## config.mk

```make
export PLATFORM = sky130hd
export DESIGN_NAME = task1b_flat
export DESIGN_NICKNAME = d
export VERILOG_FILES = /design/src/rtl/task1b_if.sv /design/src/rtl/task1b.sv /design/src/flat_wrapper.sv
export SDC_FILE = /design/constraint.sdc
export NUM_CORES = 1
export LEC_CHECK = 0
export CORE_AREA = 2 2 69 137
export DETAILED_ROUTE_END_ITERATION = 16
export DIE_AREA = 0 0 71 139
export HOLD_SLACK_MARGIN = 0.12
export PLACE_DENSITY = 0.72
export SLEW_MARGIN = 20
export SYNTH_ARGS = -nofsm -noshare
export SYNTH_HDL_FRONTEND = slang
export SYNTH_SLANG_ARGS = --single-unit
```

## constraint.sdc

```tcl
create_clock -name clk_raw -period 2.7 [get_ports clk_raw]
set_input_delay 0.27 -clock clk_raw [delete_from_list [all_inputs] [get_ports clk_raw]]
set_output_delay 0.27 -clock clk_raw [all_outputs]
set_load 0.05 [all_outputs]
```

## src/rtl/task1b_if.sv

```systemverilog
// Parallel byte request/acknowledge handshake between the slow producer and the UART sender.
interface task1b_if;
    logic t0, t1, t2, t3, t4, t5, t6, t7;
    logic tsent;
    logic trecieve;

    modport master (
        output t0, t1, t2, t3, t4, t5, t6, t7, tsent,
        input  trecieve
    );

    modport slave (
        input  t0, t1, t2, t3, t4, t5, t6, t7, tsent,
        output trecieve
    );
endinterface

```

## src/rtl/task1b.sv

```systemverilog
// UART 8N1 transmitter with level handshake, plus a multiplexed 4-digit hex status display
// (last byte sent, bytes-sent count) that a debounced pushbutton clears.
module task1b #(
    parameter int unsigned BIT_DIV      = 2304,
    parameter int unsigned REFRESH_BITS = 16,
    parameter int unsigned PB_TICK_BITS = 17
) (
    input  logic     clk_raw,
    input  logic     rst_n,
    task1b_if.slave  hs,
    input  logic     pb5_raw,
    output logic     tx,
    output logic     a,
    output logic     b,
    output logic     c,
    output logic     d,
    output logic     e,
    output logic     f,
    output logic     g,
    output logic     numsl0,
    output logic     numsl1,
    output logic     numsl2,
    output logic     numsl3
);
    localparam int unsigned CntW = (BIT_DIV > 1) ? $clog2(BIT_DIV) : 1;

    typedef enum logic [2:0] {StIdle, StStart, StData, StStop, StWaitLow} state_e;

    state_e                  state_q, state_d;
    logic [CntW-1:0]         div_q, div_d;
    logic [2:0]              bit_q, bit_d;
    logic [7:0]              shift_q, shift_d;
    logic [7:0]              last_q, last_d;
    logic [7:0]              count_q, count_d;
    logic                    tx_q, tx_d;
    logic                    ack_q, ack_d;
    logic [1:0]              tsent_ff, pb_ff;
    logic [PB_TICK_BITS-1:0] tick_q;
    logic                    tick_msb_q, pb_sample_q;
    logic [REFRESH_BITS-1:0] refresh_q;
    logic                    tsent_sync, pb_sync;
    logic                    capture, stop_done, bit_end, tick_en, clr;
    logic [7:0]              data_in;
    logic [1:0]              digit_sel;
    logic [3:0]              nibble;
    logic [6:0]              seg;
    logic [3:0]              numsl;

    assign data_in    = {hs.t0, hs.t1, hs.t2, hs.t3, hs.t4, hs.t5, hs.t6, hs.t7};
    assign tsent_sync = tsent_ff[1];
    assign pb_sync    = pb_ff[1];
    assign bit_end    = (div_q == CntW'(BIT_DIV - 1));

    // Button sampled only on rising edges of the tick MSB; a rising sample pair yields one pulse.
    assign tick_en = tick_q[PB_TICK_BITS-1] & ~tick_msb_q;
    assign clr     = tick_en & pb_sync & ~pb_sample_q;

    always_comb begin
        state_d   = state_q;
        div_d     = div_q;
        bit_d     = bit_q;
        shift_d   = shift_q;
        capture   = 1'b0;
        stop_done = 1'b0;
        if (state_q == StStart || state_q == StData || state_q == StStop) begin
            div_d = bit_end ? '0 : div_q + 1'b1;
        end
        unique case (state_q)
            StIdle: begin
                if (tsent_sync) begin
                    capture = 1'b1;
                    shift_d = data_in;
                    div_d   = '0;
                    bit_d   = '0;
                    state_d = StStart;
                end
            end
            StStart: if (bit_end) state_d = StData;
            StData: begin
                if (bit_end) begin
                    shift_d = {1'b0, shift_q[7:1]};
                    bit_d   = bit_q + 1'b1;
                    if (bit_q == 3'd7) state_d = StStop;
                end
            end
            StStop: begin
                if (bit_end) begin
                    stop_done = 1'b1;
                    state_d   = StWaitLow;
                end
            end
            StWaitLow: if (!tsent_sync) state_d = StIdle;
            default: state_d = StIdle;
        endcase
    end

    // tx is registered from the current state, so the line moves one cycle after capture.
    always_comb begin
        tx_d = 1'b1;
        if (state_q == StStart) tx_d = 1'b0;
        else if (state_q == StData) tx_d = shift_q[0];
    end

    always_comb begin
        ack_d   = capture ? 1'b1 : (tsent_sync ? ack_q : 1'b0);
        last_d  = last_q;
        count_d = count_q;
        if (clr) begin
            last_d  = 8'h00;
            count_d = 8'h00;
        end else begin
            if (capture)   last_d  = data_in;
            if (stop_done) count_d = count_q + 8'd1;
        end
    end

    always_ff @(posedge clk_raw or negedge rst_n) begin
        if (!rst_n) begin
            state_q     <= StIdle;
            div_q       <= '0;
            bit_q       <= '0;
            shift_q     <= 8'h00;
            last_q      <= 8'h00;
            count_q     <= 8'h00;
            tx_q        <= 1'b1;
            ack_q       <= 1'b0;
            tsent_ff    <= 2'b00;
            pb_ff       <= 2'b00;
            tick_q      <= '0;
            tick_msb_q  <= 1'b0;
            pb_sample_q <= 1'b0;
            refresh_q   <= '0;
        end else begin
            state_q    <= state_d;
            div_q      <= div_d;
            bit_q      <= bit_d;
            shift_q    <= shift_d;
            last_q     <= last_d;
            count_q    <= count_d;
            tx_q       <= tx_d;
            ack_q      <= ack_d;
            tsent_ff   <= {tsent_ff[0], hs.tsent};
            pb_ff      <= {pb_ff[0], pb5_raw};
            tick_q     <= tick_q + 1'b1;
            tick_msb_q <= tick_q[PB_TICK_BITS-1];
            refresh_q  <= refresh_q + 1'b1;
            if (tick_en) pb_sample_q <= pb_sync;
        end
    end

    assign tx          = tx_q;
    assign hs.trecieve = ack_q;

    assign digit_sel = refresh_q[REFRESH_BITS-1 -: 2];

    always_comb begin
        unique case (digit_sel)
            2'd0:    nibble = last_q[3:0];
            2'd1:    nibble = last_q[7:4];
            2'd2:    nibble = count_q[3:0];
            default: nibble = count_q[7:4];
        endcase
    end

    // Active-low segments, bit order {a,b,c,d,e,f,g}.
    always_comb begin
        unique case (nibble)
            4'h0:    seg = 7'b0000001;
            4'h1:    seg = 7'b1001111;
            4'h2:    seg = 7'b0010010;
            4'h3:    seg = 7'b0000110;
            4'h4:    seg = 7'b1001100;
            4'h5:    seg = 7'b0100100;
            4'h6:    seg = 7'b0100000;
            4'h7:    seg = 7'b0001111;
            4'h8:    seg = 7'b0000000;
            4'h9:    seg = 7'b0000100;
            4'hA:    seg = 7'b0001000;
            4'hB:    seg = 7'b1100000;
            4'hC:    seg = 7'b0110001;
            4'hD:    seg = 7'b1000010;
            4'hE:    seg = 7'b0110000;
            default: seg = 7'b0111000;
        endcase
    end

    assign {a, b, c, d, e, f, g} = seg;
    assign numsl = ~(4'b0001 << digit_sel);
    assign {numsl3, numsl2, numsl1, numsl0} = numsl;
endmodule

```

## src/flat_wrapper.sv

```systemverilog
// flat-port wrapper written by rule: the top's interface ports become plain ports
module task1b_flat 
#(
    parameter int unsigned BIT_DIV      = 2304,
    parameter int unsigned REFRESH_BITS = 16,
    parameter int unsigned PB_TICK_BITS = 17
)
  (clk_raw, rst_n, pb5_raw, tx, a, b, c, d, e, f, g, numsl0, numsl1, numsl2, numsl3, hs_t0, hs_t1, hs_t2, hs_t3, hs_t4, hs_t5, hs_t6, hs_t7, hs_tsent, hs_trecieve);
  task1b_if hs_i ();
  input  logic clk_raw;
  input  logic rst_n;
  input  logic pb5_raw;
  output logic tx;
  output logic a;
  output logic b;
  output logic c;
  output logic d;
  output logic e;
  output logic f;
  output logic g;
  output logic numsl0;
  output logic numsl1;
  output logic numsl2;
  output logic numsl3;
  input wire logic [$bits(hs_i.t0)-1:0] hs_t0;
  input wire logic [$bits(hs_i.t1)-1:0] hs_t1;
  input wire logic [$bits(hs_i.t2)-1:0] hs_t2;
  input wire logic [$bits(hs_i.t3)-1:0] hs_t3;
  input wire logic [$bits(hs_i.t4)-1:0] hs_t4;
  input wire logic [$bits(hs_i.t5)-1:0] hs_t5;
  input wire logic [$bits(hs_i.t6)-1:0] hs_t6;
  input wire logic [$bits(hs_i.t7)-1:0] hs_t7;
  input wire logic [$bits(hs_i.tsent)-1:0] hs_tsent;
  output wire logic [$bits(hs_i.trecieve)-1:0] hs_trecieve;
  assign hs_i.t0 = hs_t0;
  assign hs_i.t1 = hs_t1;
  assign hs_i.t2 = hs_t2;
  assign hs_i.t3 = hs_t3;
  assign hs_i.t4 = hs_t4;
  assign hs_i.t5 = hs_t5;
  assign hs_i.t6 = hs_t6;
  assign hs_i.t7 = hs_t7;
  assign hs_i.tsent = hs_tsent;
  assign hs_trecieve = hs_i.trecieve;
  task1b #(.BIT_DIV(BIT_DIV), .REFRESH_BITS(REFRESH_BITS), .PB_TICK_BITS(PB_TICK_BITS)) u_core (.clk_raw(clk_raw), .rst_n(rst_n), .hs(hs_i), .pb5_raw(pb5_raw), .tx(tx), .a(a), .b(b), .c(c), .d(d), .e(e), .f(f), .g(g), .numsl0(numsl0), .numsl1(numsl1), .numsl2(numsl2), .numsl3(numsl3));
endmodule
```

==> impl_metrics.tcl <==
set metrics [dict create \
    critical_path_depth 6 \
    instances_no_fill 513 \
    drt-pass1-iter-count 4 \
    crit_path_max_fanout 10 \
    number_of_global_route_vias_before_repair 2946 \
    die_footprint_sq_mm 0.00987 \
    endpoint_kind "output port" \
    final_layout_size_suffix_gt1_share_pct 17.3 \
    initial_antenna_violation_count 0 \
    achievable-frequency_mhz 387 \
    die_boundary_height_um 139 \
    critPathCapture "b" \
    route.final.wire_length_um 7950 \
    synth_warn 0 \
    timing.max_cap.violations 0 \
    regArea_sq_mm 0.00208 \
    synth-main-ff-cell "sky130_fd_sc_hd__dfrtp_1" \
    cts.root.buffer_cell "sky130_fd_sc_hd__clkbuf_16" \
    core-area_sq_mm 0.00889 \
    cts_htree_levels 3 \
    report.final.hold_viol_count 0 \
    synth_to_layout_area_growth_pct 17.5 \
    post-synth-top-area-cell "sky130_fd_sc_hd__dfrtp_1" \
    async_flop_share_pct 100 \
    final-max-slew-violation-count 0 \
    critPathLaunch "u_core.refresh_q[14]" \
    placement_rows 49 \
    postSynthCellCount 374 \
    num_io_pins 25 \
    worst_path_largest_cell_delay_ns 0.61 \
    post-synth-top-area-fraction_pct 49.6 \
    design.final.nets 430 \
    cp_data_required_time_ns 2.43 \
    drtIter0Drc 193 \
    wire_length_of_the_first_global_routing_pass_um 14000 \
    outcome "completed" \
    cts_buf_count 9 \
    syn_avg_cell_area_sq_um 11.1 \
    p_leak_nw 2.15 \
    tritoncts "yes" \
    design_power_total_mw 3.06 \
    critical_path.top_delay_family "multiplexers" \
    grt_start_max_net_pins 53 \
    cell_depth_of_the_worst_hold_path 0 \
    worstSetupStartpointType "register" \
    grt_setup_unrepaired "true" \
    period_share_pct 95.8 \
    place_inst 492 \
    dpl-instance-area_sq_mm 0.00453 \
    post_route_ant_nets 0 \
    final.min_clock_period_ns 2.59 \
    area_of_the_multi_input_gates_sq_mm 0.00196 \
    starting_density_of_the_core_pct 46.5 \
    post_synth_num_cell_types 51 \
    worst_relative_slew_slack_pct 56.5 \
    port-buffer-count 24 \
    clock_skew_ns 0.00947 \
    worst_r2r_startpoint "u_core.div_q[0]" \
    gp_congestion 0.873 \
    data_arrival_time_at_the_worst_slack_endpoint_ns 2.32 \
    cts.sinks 83 \
    clock_pin_slew_on_the_worst_setup_and_hold_paths_ns 0.07 \
    worst_vdd_drop_uv 352 \
    route.detailed.vias_per_inst 5.59 \
    post-synth-top-count-cell "sky130_fd_sc_hd__dfrtp_1" \
    via_count 2868 \
    antenna_cells 0 \
    die_w_um 71 \
    synth-edff-count 0 \
    ys_top_cells_by_area "sky130_fd_sc_hd__dfrtp_1, sky130_fd_sc_hd__xnor2_1, sky130_fd_sc_hd__nand2_1" \
    worst_r2r_path_depth 5 \
    critical_path_buf_inv_count 3 \
    cts_max_path_buffers 2 \
    fillCellCount 739 \
    dpl_worst_slack_ns 0.127 \
    groute.usage.overall_pct 17.8 \
    synth.cell_area_sq_mm 0.00413 \
    crit_path_top_delay_cell "sky130_fd_sc_hd__mux4_2" \
    worstReg2RegEnd "u_core.shift_q[5]" \
    synth_sequential_area_ratio_pct 50.3 \
    setup-violations-final 0 \
    critPathMostFrequentCell "sky130_fd_sc_hd__buf_4" \
    tightestPinTransition_ns 0.653 \
    hpwl_um 5800 \
    synth_seq_cells 83 \
    timing.final.ws_setup_ns 0.115 \
    drc_errors 0 \
    grt_remaining_overflow 0 \
    mapped_nets 398 \
    crit_type "reg -> out" \
    worstHoldPathType "reg -> reg" \
    postLayoutCellArea_sq_mm 0.00486 \
    power.density_mw_per_mm2 630 \
    reg2reg_setup_slack_ns 0.57 \
    netlist_top_cells_count "sky130_fd_sc_hd__dfrtp_1, sky130_fd_sc_hd__nand2_1, sky130_fd_sc_hd__xnor2_1" \
    crit_path_cell_trace "buf_4, mux4_2, buf_4, mux2_2, a22o_1, buf_4" \
    worstSkewPairLatency_ns 0.34 \
    route.detailed.wl_per_inst_um 15.5 \
]
## how the worst min path moves through the flow
stage | startpoint | end | slack, ns
after global placement | u_core.pb_ff[0] | u_core.pb_ff[1] | 0.33
final | u_core.pb_ff[0] | u_core.pb_ff[1] | 0.35
after floorplan | rst_n | u_core.bit_q[0] | -0.03
after CTS | u_core.pb_ff[0] | u_core.pb_ff[1] | 0.35
after global routing | u_core.pb_ff[0] | u_core.pb_ff[1] | 0.37
after detailed placement | rst_n | u_core.shift_q[1] | 0.34
## registers in the layout (all words and copies together) (netlist names), 2 cells and up
register / count
u_core.bit_q: 3
u_core.count_q: 8
u_core.div_q: 12
u_core.refresh_q: 16
u_core.tsent_ff: 2
u_core.last_q: 8
u_core.pb_ff: 2
u_core.state_q: 3
u_core.tick_q: 17
u_core.shift_q: 8
## power breakdown
| part | internal, mW | total (mW) | switching (mW) |
|---|---|---|---|
| Combinational | 0.237 | 0.507 | 0.271 |
| Clock | 0.631 | 1.14 | 0.506 |
| Sequential | 1.33 | 1.42 | 0.0866 |
| Total | 2.20 | 3.06 | 0.864 |
## layout by cell type, fill, tap and decap left out, drive strengths merged, types with 4 or more instances in the layout
cell	count
a21oi	17
and3	9
buf	16
clkbuf	10
clkdlybuf4s50	16
dfrtp	82
ha	12
inv	15
mux2	18
mux4	5
nand2	41
nand2b	4
nand3	21
nand4	14
nor2	19
nor2b	6
nor3	6
nor3b	4
nor4	4
o21ai	6
o31ai	4
xnor2	27
xor2	14
## what timing repair did
item                                   in CTS  in global routing
hold buffers                                1                  0
setup buffers                               2                  2
endpoints found under the hold margin      50                  0
setup endpoints to repair                   5                  2
resized for setup                           1                  3
## cell families after synthesis
| kind of cell | after synthesis | synth area share [%] |
|---|---|---|
| buffers and inverters | 24 | 2.66 |
| muxes | 25 | 8.84 |
| DFF | 83 | 50.3 |
| adders and majority gates | 12 | 3.63 |
| and+or+nand+nor | 143 | 18.5 |
| AOI/OAI and AO/OA | 46 | 7.45 |
| xor gates and xnor gates | 41 | 8.69 |
## per-stage QoR
step	util (%)	hold WS (ns)	setup TNS [ns]
after CTS	54.4	0.354	0
after global placement	51.0	0.332	0
after detailed placement	51.0	0.342	0
final	54.6	0.347	0
after floorplan	-	-0.0256	0
after global routing	54.6	0.366	-0.0216
## worst reg2reg max path: stages (launching register included)
cell,delay [ns]
sky130_fd_sc_hd__dfrtp_1,0.41
sky130_fd_sc_hd__ha_1,0.26
sky130_fd_sc_hd__and3_1,0.26
sky130_fd_sc_hd__and3_1,0.28
sky130_fd_sc_hd__a21oi_4,0.47
sky130_fd_sc_hd__mux2_4,0.34
## final cells by class
type / instances / area share [%]
Multi-Input combinational cell: 267 / 40.4
Tap cell: 102 / 2.63
Sequential cell: 83 / 42.8
Clock buffer: 10 / 4.71
Timing Repair Buffer: 33 / 7.52
Inverter: 12 / 0.927
Clock inverter: 6 / 0.953
## metal layers
metal	up-vias	track usage, %	part of all wire (%)
met5	-	0	0
met1	1420	20.4	40
met3	17	3.49	2.4
met4	0	8.24	2.6
met2	45	31.1	55
li1	1386	-	-
Note: power is estimated with default switching activity, not from simulation.
